==> config.mk <==
export PLATFORM = sky130hd
export DESIGN_NAME = player_input_decoder
export DESIGN_NICKNAME = d
export VERILOG_FILES = /design/src/rtl/player_input_decoder.sv
export SDC_FILE = /design/constraint.sdc
export NUM_CORES = 1
export LEC_CHECK = 0
export ABC_AREA = 0
export BUFFER_PORTS_ARGS = -buffer_cell sky130_fd_sc_hd__buf_2
export CAP_MARGIN = 20
export CELL_PAD_IN_SITES_DETAIL_PLACEMENT = 0
export CELL_PAD_IN_SITES_GLOBAL_PLACEMENT = 1
export CORE_MARGIN = 4
export CORE_UTILIZATION = 46
export CTS_CLUSTER_SIZE = 25
export DETAILED_ROUTE_END_ITERATION = 7
export HOLD_SLACK_MARGIN = 0.08
export PLACE_DENSITY = 0.85
export SYNTH_ARGS = -nofsm -noshare
export SYNTH_HDL_FRONTEND = slang
export SYNTH_SLANG_ARGS = --single-unit
==> constraint.sdc <==
create_clock -name frame_clk -period 2.75 [get_ports frame_clk]
set_input_delay 0.825 -clock frame_clk [delete_from_list [all_inputs] [get_ports frame_clk]]
set_output_delay 0.825 -clock frame_clk [all_outputs]
set_load 0.005 [all_outputs]
==> src/rtl/player_input_decoder.sv <==
// player_input_decoder
//   Turns the raw USB HID keycode into debounced, one-hot movement requests,
//   a facing-direction flag and a single-frame jump strobe. Everything runs on
//   frame_clk, so there is one update per video frame.
//   Optional build macro: JUMP_REPEAT_EN. When it is defined, holding space
//   re-fires after every cooldown. When it is undefined (the default), space
//   must be released between jumps.
module player_input_decoder #(
  parameter int unsigned HOLD_FRAMES   = 2,
  parameter int unsigned JUMP_COOLDOWN = 30
) (
  input  logic       frame_clk,
  input  logic       Reset,
  input  logic [7:0] keycode,
  output logic       move_left,
  output logic       move_right,
  output logic       climb_up,
  output logic       climb_down,
  output logic       jump_pulse,
  output logic       facing_left,
  output logic       jump_busy
);

  typedef enum logic [2:0] {
    CLS_NONE  = 3'd0,
    CLS_LEFT  = 3'd1,
    CLS_RIGHT = 3'd2,
    CLS_UP    = 3'd3,
    CLS_DOWN  = 3'd4,
    CLS_JUMP  = 3'd5
  } key_class_e;

  typedef enum logic [1:0] {
    ST_IDLE     = 2'd0,
    ST_FIRE     = 2'd1,
    ST_COOLDOWN = 2'd2,
    ST_WAIT_REL = 2'd3
  } jump_state_e;

  // A cooldown of 0 behaves like a cooldown of 1.
  localparam int unsigned CD_EFF   = (JUMP_COOLDOWN == 0) ? 1 : JUMP_COOLDOWN;
  localparam logic [7:0]  HOLD_LIM = 8'(HOLD_FRAMES);
  localparam logic [7:0]  CD_LAST  = 8'(CD_EFF - 1);

  key_class_e  dec_cls_s;
  key_class_e  cls_q;
  logic [7:0]  stab_cnt;
  logic [7:0]  stab_nxt_s;
  logic        held_s;
  logic        jump_held_s;
  jump_state_e state_r;
  jump_state_e state_nxt_s;
  logic [7:0]  cd_cnt;
  logic [7:0]  cd_nxt_s;

  // Map the keycode to a movement class. Unlisted codes are treated as no key.
  always_comb begin
    dec_cls_s = CLS_NONE;
    case (keycode)
      8'h04, 8'h50: dec_cls_s = CLS_LEFT;
      8'h07, 8'h4F: dec_cls_s = CLS_RIGHT;
      8'h1A, 8'h52: dec_cls_s = CLS_UP;
      8'h16, 8'h51: dec_cls_s = CLS_DOWN;
      8'h2C:        dec_cls_s = CLS_JUMP;
      default:      dec_cls_s = CLS_NONE;
    endcase
  end

  // Stability counter: restart on a class change, otherwise count up to HOLD_FRAMES.
  always_comb begin
    stab_nxt_s = stab_cnt;
    if (dec_cls_s != cls_q) begin
      stab_nxt_s = 8'd0;
    end else if (stab_cnt >= HOLD_LIM) begin
      stab_nxt_s = HOLD_LIM;
    end else begin
      stab_nxt_s = stab_cnt + 8'd1;
    end
  end

  // Debounce registers: sampled class and its stability count.
  always_ff @(posedge frame_clk or posedge Reset) begin
    if (Reset) begin
      cls_q    <= CLS_NONE;
      stab_cnt <= 8'd0;
    end else begin
      cls_q    <= dec_cls_s;
      stab_cnt <= stab_nxt_s;
    end
  end

  assign held_s      = (stab_cnt == HOLD_LIM);
  assign jump_held_s = (cls_q == CLS_JUMP) && held_s;

  // The commands decode a single registered class, so at most one of them is high.
  assign move_left  = (cls_q == CLS_LEFT)  && held_s;
  assign move_right = (cls_q == CLS_RIGHT) && held_s;
  assign climb_up   = (cls_q == CLS_UP)    && held_s;
  assign climb_down = (cls_q == CLS_DOWN)  && held_s;

  // Facing remembers the last debounced horizontal request.
  always_ff @(posedge frame_clk or posedge Reset) begin
    if (Reset) begin
      facing_left <= 1'b0;
    end else if (move_left) begin
      facing_left <= 1'b1;
    end else if (move_right) begin
      facing_left <= 1'b0;
    end else begin
      facing_left <= facing_left;
    end
  end

  // Jump next-state logic. cd_cnt is held at zero while idle and counts the
  // frames elapsed since the pulse, so FIRE plus COOLDOWN span JUMP_COOLDOWN frames.
  always_comb begin
    state_nxt_s = state_r;
    cd_nxt_s    = cd_cnt;
    case (state_r)
      ST_IDLE: begin
        cd_nxt_s = 8'd0;
        if (jump_held_s) begin
          state_nxt_s = ST_FIRE;
        end else begin
          state_nxt_s = ST_IDLE;
        end
      end
      ST_FIRE: begin
        cd_nxt_s    = cd_cnt + 8'd1;
        state_nxt_s = ST_COOLDOWN;
      end
      ST_COOLDOWN: begin
        if (cd_cnt >= CD_LAST) begin
          cd_nxt_s = 8'd0;
`ifdef JUMP_REPEAT_EN
          state_nxt_s = ST_IDLE;
`else
          state_nxt_s = ST_WAIT_REL;
`endif
        end else begin
          cd_nxt_s    = cd_cnt + 8'd1;
          state_nxt_s = ST_COOLDOWN;
        end
      end
      ST_WAIT_REL: begin
        cd_nxt_s = 8'd0;
        if (!jump_held_s) begin
          state_nxt_s = ST_IDLE;
        end else begin
          state_nxt_s = ST_WAIT_REL;
        end
      end
      default: begin
        cd_nxt_s    = 8'd0;
        state_nxt_s = ST_IDLE;
      end
    endcase
  end

  // Jump state and cooldown counter registers. Reset abandons any jump in progress.
  always_ff @(posedge frame_clk or posedge Reset) begin
    if (Reset) begin
      state_r <= ST_IDLE;
      cd_cnt  <= 8'd0;
    end else begin
      state_r <= state_nxt_s;
      cd_cnt  <= cd_nxt_s;
    end
  end

  assign jump_pulse = (state_r == ST_FIRE);
  assign jump_busy  = (state_r != ST_IDLE);

endmodule

[After elaboration in Yosys (flattened, before gate mapping)]
Cells that the tools add are included.
Word-level totals
  register bits after elaboration: 22
Operators by class
  equality and inequality tests: 19
  add/subtract/negate cells: 2
  reduce and logical (&&, ||, !) cells: 13
  magnitude comparators: 2
  mux-type cells: 11
Operators by type and width (count)
  $eq A8 B7 Y1 const B: 4
  $mux W8: 3
  $pmux W8 S3: 1
  $add A8 B1 Y8 const B: 2
  $eq A8 B3 Y1 const B: 2
  $eq A8 B5 Y1 const B: 2
  $pmux W3 S5: 1
  $reduce_or A2 Y1: 5
  $eq A8 B2 Y1 const B: 1
  $eq A8 B6 Y1 const B: 1
  $ge A8 B2 Y1 const B: 1
  $ge A8 B5 Y1 const B: 1
  $pmux W2 S4: 1
  $eq A3 B2 Y1 const B: 2
  $eq A3 B3 Y1 const B: 2
  $logic_and A1 B1 Y1: 5
  $eq A2 B2 Y1 const B: 2
  $mux W1: 4
  $reduce_bool A2 Y1: 2
  $eq A3 B1 Y1 const B: 1
  $ne A3 B3 Y1: 1
  $eq A2 B1 Y1 const B: 1
  $logic_not A2 Y1: 1
  $mux W2: 1

[Longest topological paths before layout]
  depth after elaboration: 5
  depth in mapped cells: 6

[Worst setup path before layout]
OpenSTA, ideal clock, no wires.
  path type: input-to-reg
  start: input keycode[2]
  end: register stab_cnt[2]
  data arrival time: 2.336 ns
  stages: 5
  buffers on the path: 0
  setup slack: 0.313 ns
  data required time: 2.649 ns
  cell sequence: or4b_4 or4b_4 nand3_2 nand4_2 nor4_1
On the way
  cells in the longest elaborated chain, start to end: 5
  elaborated cells on any way between the ends: 16
RTL lines
  start: declaration: RTL line 14  | input logic [7:0] keycode,
  $eq A8 B5 Y1 (tied with other cells): RTL line 59  | case (keycode)
  $reduce_or A2 Y1: RTL line 59
  $pmux W3 S5 (*): RTL line 59
  $ne A3 B3 Y1 (*): RTL line 72  | if (dec_cls_s != cls_q) begin
  $mux W8 (*): RTL line 72
  named net stab_nxt_s[2]: RTL line 48  | logic [7:0] stab_nxt_s;
  end signal: assignment: RTL line 88  | stab_cnt <= stab_nxt_s;
  end: declaration: RTL line 47  | logic [7:0] stab_cnt;
Mark *: on every way through the listed nets, which the timed path passes. The rest lies on a longest branch.
A chain may end at the register's enable or synchronous reset.

[Final worst setup path]
  start: register stab_cnt[2]
  end: output move_left
On the way
  cells in the longest elaborated chain, start to end: 2
RTL lines
  $eq A8 B2 Y1: RTL line 92  | assign held_s = (stab_cnt == HOLD_LIM);
  $logic_and A1 B1 Y1: RTL line 96  | assign move_left = (cls_q == CLS_LEFT) && held_s;
  end: declaration: RTL line 15  | output logic move_left,
No other way between the ends.

==> metrics.md <==
| Metric | Value |
|---|---|
| I/O pins | 17 |
| Largest net degree at the start of global routing | 23 |
| Max Cap Viol | 0 |
| DRC | 0 |
| CP Capture Type | primary output |
| Pre-CTS WS | 61.40 ps |
| Asr flop ratio synth | 100.0% |
| Highest routed layer | met4 |
| Clock Sinks | 22 |
| Skew final | 7.787 ps |
| DIE WIDTH | 58.19 um |
| R2R Path Start | cd_cnt[0] |
| Leading cell type in the layout, fill and taps excluded | dfrtp_1 |
| Via count | 844 |
| Cell area after layout | 1354 sq um |
| Wire per inst | 12.81 um |
| Area delta synth->final | 16.85% |
| Die ar. | 3385 sq um |
| Dpl cell area | 1285 sq um |
| Syn avg cell area | 10.73 sq um |
| Leakage | 0.6353 nW |
| Unique cell type count in the Yosys netlist | 35 |
| Clock buffer depth | 2 |
| Worst skew pair latency | 310 ps |
| Most frequently used flop master after synthesis | dfrtp_1 |
| Layout Utilization | 58.93% |
| Synthesized instance count | 108 |
| Overall Power | 0.8103 mW |
| Yosys reg bits | 22 |
| Synth area leaders | dfrtp_1 48%, ha_1 5.4%, xor2_1 4.5% |
| Int Power | 0.5810 mW |
| Overflow after GRT | 0 |
| Final Setup Violations | 0 |
| Synth top area share | 47.52% |
| Layout cell share with drive strength beyond 1 | 25.19% |
| Port Buf Inserts | 16 |
| Worst hold path type | flip-flop to flip-flop |
| Routed met3 length | 87 um |
| First-pass GRT wire length | 3450 um |
| RePlAce Congestion | 0.7787 |
| H-tree levels | 1 |
| Total track usage | 13.14% |
| Switching power | 0.2293 mW |
| Worst hold path startpoint | stab_cnt[0] |
| Initial drt markers | 22 |
| Pwr dens | 598.5 nW/um^2 |
| Final TNS setup | 0 ps |
| Worst-path fanout max | 4 |
| Final wirelength | 2037 um |
| CTS tree | yes |
| Max VDD drop | 364.1 uV |
| Dpl hpwl | 1535 um |
| Max Clk Rate | 384.4 MHz |
| Count of flip-flops with a built-in enable after synthesis | 0 |
| Metal2 WL | 970 um |
| Number of warnings issued by yosys | 0 |
| WS Path Type | flip-flop to primary output |
| Worst-margin pin slew | 782.9 ps |
| Max-slew headroom | 47.75% |
| Sw frac | 28.30% |
| Vias in the first global route | 833 |
| Critical Path RT | 1930 ps |
| Initial antenna violation count | 0 |
| Clock power frac | 30.8% |
| Commonest non-fill, non-tap cells in the layout | 22 x dfrtp_1, 16 x buf_2, 11 x nor2_1 |
| Antenna-violating nets left | 0 |
| M1 WL | 951 um |
| Initial Util | 50.44% |
| Final Hold Vio Count | 0 |
| Cell Rows | 17 |
| Post-CTS setup buffers | 0 |
| Antenna cells | 0 |
| Final period util | 94.59% |
| Hold WS | 497.3 ps |
| Fin worst setup slack | 148.8 ps |
| Fin crit period | 2601 ps |
| Status | finished, final reports clean |
| Crit path from | stab_cnt[2] |
| Cts bufs inserted | 3 |
| Dominant cell type by area after synthesis | dfrtp_1 |
| Seq/Total Area, Yosys | 47.52% |
| Nets | 147 |
| Root Driver | clkbuf_4 |
| Critical Path AT | 1780 ps |
| Non-filler cells, final | 159 |
| Clock-pin slew on the worst setup and hold paths | 130 ps |
| Inst Count DP | 155 |
| Mapped Area | 1159 sq um |
| Core region area | 2297 sq um |
| Drt via density | 5.308 |
| Die Y | 58.19 um |
| CP startpoint kind | flip-flop |
| Slew Viols, Final | 0 |
| Reg power frac | 48.7% |
| Combinational share of power | 20.6% |
| First drt pass iteration count | 4 |
[sequential cells by signal, summed over array words and instances (netlist names)]
signal,count
cls_q,3
facing_left,1
stab_cnt,8
cd_cnt,8
state_r,2
[synthesized netlist by cell type, drive strengths merged, types with 2 or more instances]
cell     n
dfrtp   22
nor2    11
inv      7
nand3    7
xor2     6
ha       5
nor4     4
xnor2    4
a21oi    3
and3     3
nand2    3
nor2b    3
nor4b    3
or4b     3
a211oi   2
a21boi   2
nand2b   2
o21ai    2
or2      2
[per-layer routing]
metal / up-vias / global-route usage (%)
met3: 4 / 2.004
met5: - / 0
met2: 17 / 22.90
li1: 422 / -
met1: 401 / 16.27
met4: 0 / 4.967
[worst paths after layout]
check / end / slack [ps] / depth (start not counted)
max in group asynchronous: stab_cnt[6] / 1630 / 2
worst min-delay path: stab_cnt[0] / 500 / 1
worst max register to register: state_r[0] / 1030 / 6
min in group asynchronous: cd_cnt[3] / 630 / 2
worst min register to register: stab_cnt[0] / 500 / 1
worst max-delay path: move_left / 150 / 6
[critical path, stage by stage (launching register included)]
cell     delay [ps]
dfrtp_1         440
nor4_2          340
nand3_2         180
nor2_1          210
nand2_1          80
nor2_1           90
buf_2           120
[area by class of cell]
cell class / instances / area, sq um
clock inverters: 1 / 30.03
well taps: 28 / 35.03
fillers: 199 / 943.4
clock buffers: 3 / 22.52
flip-flops and latches: 22 / 550.5
multi-input cells: 82 / 609.3
inverters: 7 / 26.28
repair buffers: 16 / 80.08
[power by group through the flow]
| stage | registers [mW] | logic (mW) | clock network (mW) |
|---|---|---|---|
| after floorplan | 0.393 | 0.119 | 0 |
| after global placement | 0.398 | 0.163 | 0 |
| after detailed placement | 0.401 | 0.168 | 0 |
| after CTS | 0.394 | 0.170 | 0.252 |
| after global routing | 0.401 | 0.195 | 0.264 |
| final | 0.394 | 0.167 | 0.249 |
[what timing repair did]
action                                  CTS  global route
gates resized for setup                   0             3
endpoints found under the setup margin    0             3
hold buffers                              0             0
[cell families after synthesis]
kind of cell	synth area share (%)
simple gates	27.43
flops	47.52
fa+ha+maj	5.400
other cells	0.3237
buf+inv	2.592
xor+xnor	7.559
compound gates	9.179
No activity file was read; power rests on OpenSTA's default activity.
